[src/rtl/prewish5k_pkg.sv]
// prewish5k_pkg: shared widths, arbiter state encodings and a small index-width helper
// for the mask arbiter slice.
package prewish5k_pkg;

   localparam int MASK_W = 8;
   localparam int GAP_W  = 8;

   typedef enum logic [1:0] {
      ARB_IDLE   = 2'b00,
      ARB_STROBE = 2'b01,
      ARB_HOLD   = 2'b11
   } arb_state_t;

   // Width of a requester index; a single requester still gets one bit.
   function automatic int idx_w(input int n);
      return (n > 1) ? $clog2(n) : 1;
   endfunction

endpackage

[src/rtl/prewish5k_rr_picker.sv]
// prewish5k_rr_picker: combinational round-robin pick. The request vector is rotated so the
// requester just after the pointer sits at bit 0, then the lowest set bit wins.
module prewish5k_rr_picker
   import prewish5k_pkg::*;
#(
   parameter int NUM_REQ = 2,
   parameter int IDX_W   = idx_w(NUM_REQ)
)
(
   input  logic [NUM_REQ-1:0] req,
   input  logic [IDX_W-1:0]   ptr,
   output logic               req_any,
   output logic [IDX_W-1:0]   win_idx
);

   logic [NUM_REQ-1:0] rotated;
   logic               found;
   int                 src;

   assign req_any = |req;

   // Rotate requests so that position 0 is the requester after the last winner.
   always_comb begin
      rotated = '0;
      src     = 0;
      for (int i = 0; i < NUM_REQ; i++) begin
         src        = (int'(ptr) + 1 + i) % NUM_REQ;
         rotated[i] = req[src[IDX_W-1:0]];
      end
   end

   // Priority-encode the rotated vector and map the position back to a requester index.
   always_comb begin
      win_idx = '0;
      found   = 1'b0;
      for (int i = 0; i < NUM_REQ; i++) begin
         if (!found && rotated[i]) begin
            win_idx = IDX_W'((int'(ptr) + 1 + i) % NUM_REQ);
            found   = 1'b1;
         end
      end
   end

endmodule

[src/rtl/prewish5k_mask_arbiter.sv]
// prewish5k_mask_arbiter: round-robin arbiter sharing the mentor's mask input among several
// mask sources. One grant produces a one-cycle strobe plus ack, followed by a holdoff gap.
// Optional macro PREWISH5K_ARB_DEDUP_EN: a grant repeating the last strobed mask is acked
// without strobing and skips the holdoff.
module prewish5k_mask_arbiter
   import prewish5k_pkg::*;
#(
   parameter int NUM_REQ    = 2,
   parameter int GAP_CYCLES = 16,
   parameter int ALIVE_BITS = 22
)
(
   input  logic                      CLK_I,
   input  logic                      RST_I,
   input  logic [NUM_REQ-1:0]        i_req,
   input  logic [MASK_W*NUM_REQ-1:0] i_dat,
   output logic [NUM_REQ-1:0]        o_ack,
   output logic                      STB_O,
   output logic [MASK_W-1:0]         DAT_O,
   output logic                      o_busy,
   output logic                      o_alive
);

   localparam int                 IDX_W   = idx_w(NUM_REQ);
   localparam logic [GAP_W-1:0]   GAP_VAL = GAP_W'(GAP_CYCLES);
   localparam logic [IDX_W-1:0]   PTR_RST = IDX_W'(NUM_REQ - 1);

   arb_state_t              state;
   arb_state_t              state_next;
   logic [IDX_W-1:0]        ptr;
   logic [IDX_W-1:0]        ptr_next;
   logic [GAP_W-1:0]        cnt;
   logic [GAP_W-1:0]        cnt_next;
   logic                    stb_next;
   logic [NUM_REQ-1:0]      ack_next;
   logic [MASK_W-1:0]       dat_next;
   logic                    dup_r;
   logic                    dup_next;
   logic                    is_dup;
   logic                    req_any;
   logic [IDX_W-1:0]        req_win;
   logic [MASK_W-1:0]       win_mask;
   logic [MASK_W-1:0]       slice [NUM_REQ];
   logic [ALIVE_BITS-1:0]   alive_cnt;

   for (genvar k = 0; k < NUM_REQ; k++) begin : g_slice
      assign slice[k] = i_dat[k*MASK_W +: MASK_W];
   end

   assign win_mask = slice[req_win];

   prewish5k_rr_picker #(
      .NUM_REQ (NUM_REQ),
      .IDX_W   (IDX_W)
   ) u_picker (
      .req     (i_req),
      .ptr     (ptr),
      .req_any (req_any),
      .win_idx (req_win)
   );

`ifdef PREWISH5K_ARB_DEDUP_EN
   logic last_valid;

   assign is_dup = last_valid && (win_mask == DAT_O);

   // DAT_O only ever changes on a real strobe, so it doubles as the last strobed mask;
   // this flag marks it meaningful once the first strobe after reset has gone out.
   always_ff @(posedge CLK_I) begin
      if (RST_I) begin
         last_valid <= 1'b0;
      end else if (stb_next) begin
         last_valid <= 1'b1;
      end
   end
`else
   assign is_dup = 1'b0;
`endif

   // State register.
   always_ff @(posedge CLK_I) begin
      if (RST_I) begin
         state <= ARB_IDLE;
      end else begin
         state <= state_next;
      end
   end

   // Next-state logic: grant from IDLE, a single STROBE cycle, then optional holdoff.
   always_comb begin
      state_next = state;
      case (state)
         ARB_IDLE: begin
            if (req_any) begin
               state_next = ARB_STROBE;
            end
         end
         ARB_STROBE: begin
            if (dup_r || (GAP_VAL == '0)) begin
               state_next = ARB_IDLE;
            end else begin
               state_next = ARB_HOLD;
            end
         end
         ARB_HOLD: begin
            if (cnt == '0) begin
               state_next = ARB_IDLE;
            end
         end
         default: state_next = ARB_IDLE;
      endcase
   end

   // Output logic: next values for the registered strobe, ack, mask, pointer and holdoff count.
   always_comb begin
      stb_next = 1'b0;
      ack_next = '0;
      dat_next = DAT_O;
      ptr_next = ptr;
      cnt_next = cnt;
      dup_next = dup_r;
      case (state)
         ARB_IDLE: begin
            if (req_any) begin
               ack_next[req_win] = 1'b1;
               stb_next          = !is_dup;
               dat_next          = is_dup ? DAT_O : win_mask;
               ptr_next          = req_win;
               dup_next          = is_dup;
            end
         end
         ARB_STROBE: begin
            cnt_next = GAP_VAL - GAP_W'(1);
            dup_next = 1'b0;
         end
         ARB_HOLD: begin
            if (cnt != '0) begin
               cnt_next = cnt - GAP_W'(1);
            end
         end
         default: begin
            dup_next = 1'b0;
         end
      endcase
   end

   // Registered outputs and datapath; reset aborts any strobe or ack in flight.
   always_ff @(posedge CLK_I) begin
      if (RST_I) begin
         STB_O  <= 1'b0;
         o_ack  <= '0;
         DAT_O  <= '0;
         o_busy <= 1'b0;
         ptr    <= PTR_RST;
         cnt    <= '0;
         dup_r  <= 1'b0;
      end else begin
         STB_O  <= stb_next;
         o_ack  <= ack_next;
         DAT_O  <= dat_next;
         o_busy <= (state_next != ARB_IDLE);
         ptr    <= ptr_next;
         cnt    <= cnt_next;
         dup_r  <= dup_next;
      end
   end

   // Free-running heartbeat counter; its MSB blinks the board LED.
   always_ff @(posedge CLK_I) begin
      if (RST_I) begin
         alive_cnt <= '0;
      end else begin
         alive_cnt <= alive_cnt + ALIVE_BITS'(1);
      end
   end

   assign o_alive = alive_cnt[ALIVE_BITS-1];

endmodule

[config.mk]
export PLATFORM = sky130hd
export DESIGN_NAME = prewish5k_mask_arbiter
export DESIGN_NICKNAME = d
export VERILOG_FILES = /design/src/rtl/prewish5k_pkg.sv /design/src/rtl/prewish5k_rr_picker.sv /design/src/rtl/prewish5k_mask_arbiter.sv
export SDC_FILE = /design/constraint.sdc
export NUM_CORES = 1
export LEC_CHECK = 0
export ABC_AREA = 1
export CAP_MARGIN = 20
export CELL_PAD_IN_SITES_DETAIL_PLACEMENT = 0
export CELL_PAD_IN_SITES_GLOBAL_PLACEMENT = 1
export CORE_ASPECT_RATIO = 0.6
export CORE_MARGIN = 2
export CORE_UTILIZATION = 30
export CTS_BUF_LIST = sky130_fd_sc_hd__clkbuf_8
export CTS_CLUSTER_SIZE = 14
export DETAILED_ROUTE_END_ITERATION = 10
export GPL_ROUTABILITY_DRIVEN = 0
export MAX_ROUTING_LAYER = met4
export PLACE_DENSITY_LB_ADDON = 0.1
export REMOVE_ABC_BUFFERS = 1
export SKIP_LAST_GASP = 1
export SLEW_MARGIN = 20
export SYNTH_ARGS = -nofsm -noshare
export SYNTH_HDL_FRONTEND = slang
export SYNTH_HIERARCHICAL = 1
export SYNTH_SLANG_ARGS = --single-unit
[constraint.sdc]
create_clock -name CLK_I -period 2.2 [get_ports CLK_I]
set_input_delay 0.44 -clock CLK_I [delete_from_list [all_inputs] [get_ports CLK_I]]
set_output_delay 0.44 -clock CLK_I [all_outputs]
set_load 0.005 [all_outputs]
Yosys cells after proc, flatten, opt, wreduce, memory -nomap -nowiden
Index checks and enable logic that the tools add are counted.
Widths: inputs -> output; s select.
{ "totals": {"ff_bits": 46, "latch_bits": 0, "ram_bits": 0, "rom_bits": 0, "output_inout_bits": 13, "word_cells": 61, "n_memories": 0} }
{ "op_classes": {"add_sub_neg": 4, "n_mul": 0, "div_mod_pow": 0, "n_lt_le_gt_ge": 5, "eq_ne": 4, "shift": 0, "n_mux": 21, "bitwise": 4, "n_reduce_logical": 14} }
{ "ops": {"columns": ["operator", "count"], "rows": [
  ["$mux 8", 4],
  ["$add 22x1->22 const B", 1],
  ["$pmux 8 s2", 1],
  ["$mux 1", 10],
  ["$logic_not 8->1", 1],
  ["$reduce_bool 8->1", 1],
  ["$sub 8x1->8 const B", 1],
  ["$lt 1x2->1 const B", 3],
  ["$mux 2", 3],
  ["$pmux 2 s3", 1],
  ["$reduce_and 2->1", 3],
  ["$ne 2x2->1 const B", 2],
  ["$reduce_bool 2->1", 2],
  ["$reduce_or 2->1", 2],
  ["$not 1->1", 3],
  ["$reduce_or 3->1", 1],
  ["$add 1x1->1 const B", 2],
  ["$eq 2x1->1 const B", 1],
  ["$eq 2x2->1 const B", 1],
  ["$ge 2x2->1 const B", 1],
  ["$logic_and 1x1->1", 2],
  ["$logic_not 2->1", 1],
  ["$not 1->2", 1],
  ["$pmux 1 s2", 1],
  ["3 further kinds", 3]
]} }

Depth between registers and ports, before layout
{ "logic_depth": {"depth_word": 11, "mapped_depth": 10, "ltp_nobuf": 10} }

By module
The synthesis kept the hierarchy.
{ "modules_own_cells": {"columns": ["mod", "instances", "cells_each", "area_per_inst_um2", "seq_area_each_um2"], "rows": [
  ["prewish5k_mask_arbiter", 1, 285, 2034.5, 900.9],
  ["prewish5k_rr_picker", 1, 3, 15.0, 0.0]
]} }

Least setup slack after synthesis
OpenSTA, ideal clock, no wires.
{ "synth_timing": {"path_type": "register -> register", "startpoint": "register cnt[0]", "endpoint": "register cnt[0]", "setup_time_ns": 0.121, "arrival_ns": 1.240, "slack_ns": 0.840, "stages_incl_launch_ff": 11, "path_buffers": 0, "period_less_slack_ns": 1.360, "path_cell_list": "dfxtp_1 inv_1 ha_1 nand2_1 inv_1 nand2_1 nor2_2 nor2_4 inv_2 nor2_1 a21oi_1"} }
{ "synth_via": {"elab_chain_len": 3, "elab_cells_between_ends": 6} }
{ "synth_lines": {"columns": ["element", "line", "text"], "rows": [
  ["from (decl)", "prewish5k_mask_arbiter.sv:32", "logic [GAP_W-1:0] cnt;"],
  ["from (signal assigned)", "prewish5k_mask_arbiter.sv:163", "cnt <= cnt_next;"],
  ["$sub 8x1->8 / $reduce_bool 8->1 (equally long branches)", "prewish5k_mask_arbiter.sv:138, prewish5k_mask_arbiter.sv:137", null],
  ["$mux 8 / $ne 2x2->1 (equally long branches)", null, null],
  ["$pmux 8 s2 / $reduce_and 2->1 (equally long branches)", null, null]
]} }
Parallel ways exist; a longest one is shown, timed or not. The select of a mux whose other input is x is not followed.
A chain may end at the register's enable or synchronous reset.

Final worst setup path
Ends and elaborated chain as after synthesis.

==> impl_results.md <==
- Status: finished, final reports clean
- TritonCTS Sinks: 45
- DIE HEIGHT: 68.0 µm
- Endpoints failing hold: 0
- Clock-pin slew on the worst setup and hold paths: 80 ps
- First-pass GRT wire length: 8070 µm
- Synthesized area: about 2000 µm²
- Synth Register Bits: 45
- Overflow left after global routing: 0
- Post-synth top area share: 44.0%
- Max-slew violations: 0
- Tmin final: approximately 1600 ps
- H-Tree Depth: 2
- Share of post-route cells with drive strength above 1: 8.26%
- Cell accounting for the most synthesized area: dfxtp_1
- Setup TNS: 0 ps
- Maxcap violations: 0
- Number of synthesized flops with an enable pin: 0
- Clock skew: 2.37 ps
- WL final: between 4000 and 5000 µm
- Drt first-iter violations: 68
- Placed Instance Area: 2490 µm²
- Post-synth cell types: 26
- VDD IR max: 263 µV
- All-Layer GR Usage: 14.1%
- Wirelength per Cell: approximately 12 µm
- Setup Buffers After CTS: 0
- Initial antenna violation count: 0
- Via density: 4.35
- R2r setup slk: 580 ps
- Max FO, Critical Path: 9
- Die width: around 110 µm
- Worst hold slack: roughly 460 ps
- P&R area growth vs syn: 25.6%
- Most numerous cell in the Yosys netlist: nand2_1
- Fmax: 0.615 GHz
- Vias in the first global route: around 1700
- Core Box Area: between 6000 and 7000 µm²
- WP data arrival: 1810 ps
- Initial Util: 30.8%
- Post-synth top cells: 74 x nand2_1, 45 x dfxtp_1, 42 x nor2_1
- YS warnings: 6
- Nets: roughly 350
- Post-DP HPWL: 3740 µm
- Vias: 1799
- Main synth FF type: dfxtp_1
- Post-cts sizing count: 0
- Pin count of the biggest net entering global routing: 15
- Setup violators final: 0
- Antenna diodes: 0
- CP endpoint kind: register
- Site Rows: 23
- Pwr Density: between 700 and 800 nW/µm²
- # DRC: 0
- Sequential fraction of the synthesis area: 44.0%
- Port Buffer Count: 32
- Leakage: 0.981 nW
- Critical Setup Path Class: reg2reg
- Antenna-violating nets left: 0
- CTS tree: built
- Final Power: 0.00189 W
- Setup crit start kind: register
- Max_slew headroom: 68.7%
- Worst EP required: approximately 2400 ps
- Iteration count of the initial detailed-routing pass: 4
- Mean Syn Cell Area: 7.12 µm²
- # IOs: 33
- Ys async rst share: 0%
- Unrepaired setup endpoints after global routing: false
- Slew @ Worst Pin: 465 ps
- Clock latency on the worst-skew pair: 290 ps
- Final period util: 73.9%
- Root buffer selected by CTS: clkbuf_8
- Clock tree buffer depth: 2
- Die footprint: 7530 µm²
- CTS Buf Count: 5
- Hold WC Path Type: reg2reg
- Syn Inst Count: 288
- Top cells by area, synth: dfxtp_1 44%, nand2_1 14%, nor2_1 7.7%, inv_1 6.0%, a21oi_1 4.6%
- Final instance area: 2570 µm²
- # hold bufs at CTS: 0
## critical path, cell delays in order, from the launching register on
cell,delay [ps]
dfxtp_1,350
inv_1,70
ha_1,280
nand2_1,110
inv_1,40
nand2_1,60
nor2_2,50
nor2_4,220
inv_2,120
nor2_1,140
a21oi_1,80
## cells by family after synthesis
kind of cell | Yosys count | share of synthesized area, %
adders and majority gates | 2 | 1.22
AOI/OAI and AO/OA | 38 | 10.0
xor gates and xnor gates | 3 | 1.28
and+or+nand+nor | 157 | 34.5
buffers and inverters | 40 | 7.57
DFF | 45 | 44.0
muxes | 3 | 1.47
## metal layers
layer	share of wire, %	GRT usage, %	vias to the layer above
li1	-	-	993
met1	61	21.3	765
met2	33	18.0	36
met3	4.9	3.37	5
met4	0.96	4.22	0
met5	0	-	-
## area by class of cell
cell class / instances / area, µm²
repair buffers: 36 / 350
clock buffers: 6 / 82.6
multi-input cells: 203 / 993
fillers: 696 / 4070
well taps: 87 / 109
inverters: 36 / 135
flip-flops and latches: 45 / 901
clock inverters: 1 / 3.75
## registers in the layout, summed over array words and instances, names as in the netlist
signal / flops
o_busy: 1
STB_O: 1
alive_cnt: 22
o_ack: 2
state: 2
ptr: 1
cnt: 8
DAT_O: 8
## worst paths after layout
check            to   start  cells after the start
min reg2reg  cnt[0]  cnt[0]                      1
max reg2reg  cnt[0]  cnt[0]                     10
max          cnt[0]  cnt[0]                     10
min          cnt[0]  cnt[0]                      1
## stage by stage
step	worst slack [ps]	util, %	std cells
global placement	415	37.4	407
detailed placement	374	37.4	407
global route	421	38.7	414
CTS	567	38.7	414
floorplan	810	-	284
finish	575	38.7	414
## layout by cell type (no fill, tap or decap), types with 2 or more instances in the layout
cell type,netlist,routed
mux2i_1,3,3
a21oi_1,19,19
nand3_2,2,2
clkdlybuf4s50_1,0,32
dfxtp_1,45,45
nand4_1,8,8
a22oi_1,5,5
inv_1,33,34
clkbuf_8,0,6
xor2_1,2,2
nor3_1,5,5
ha_1,2,2
nand3_1,13,13
nor2_4,6,6
inv_2,3,3
buf_4,1,4
nand2_1,74,74
nor2_1,42,42
o21ai_0,13,13
nor2_2,4,4
## where the power goes
part / internal (W) / switching [W]
clock: 0.000245 / 0.000268
sequential: 0.000891 / 0.0000540
combinational: 0.000192 / 0.000236
total: 0.00133 / 0.000559
(Power assumes the default switching activity.)
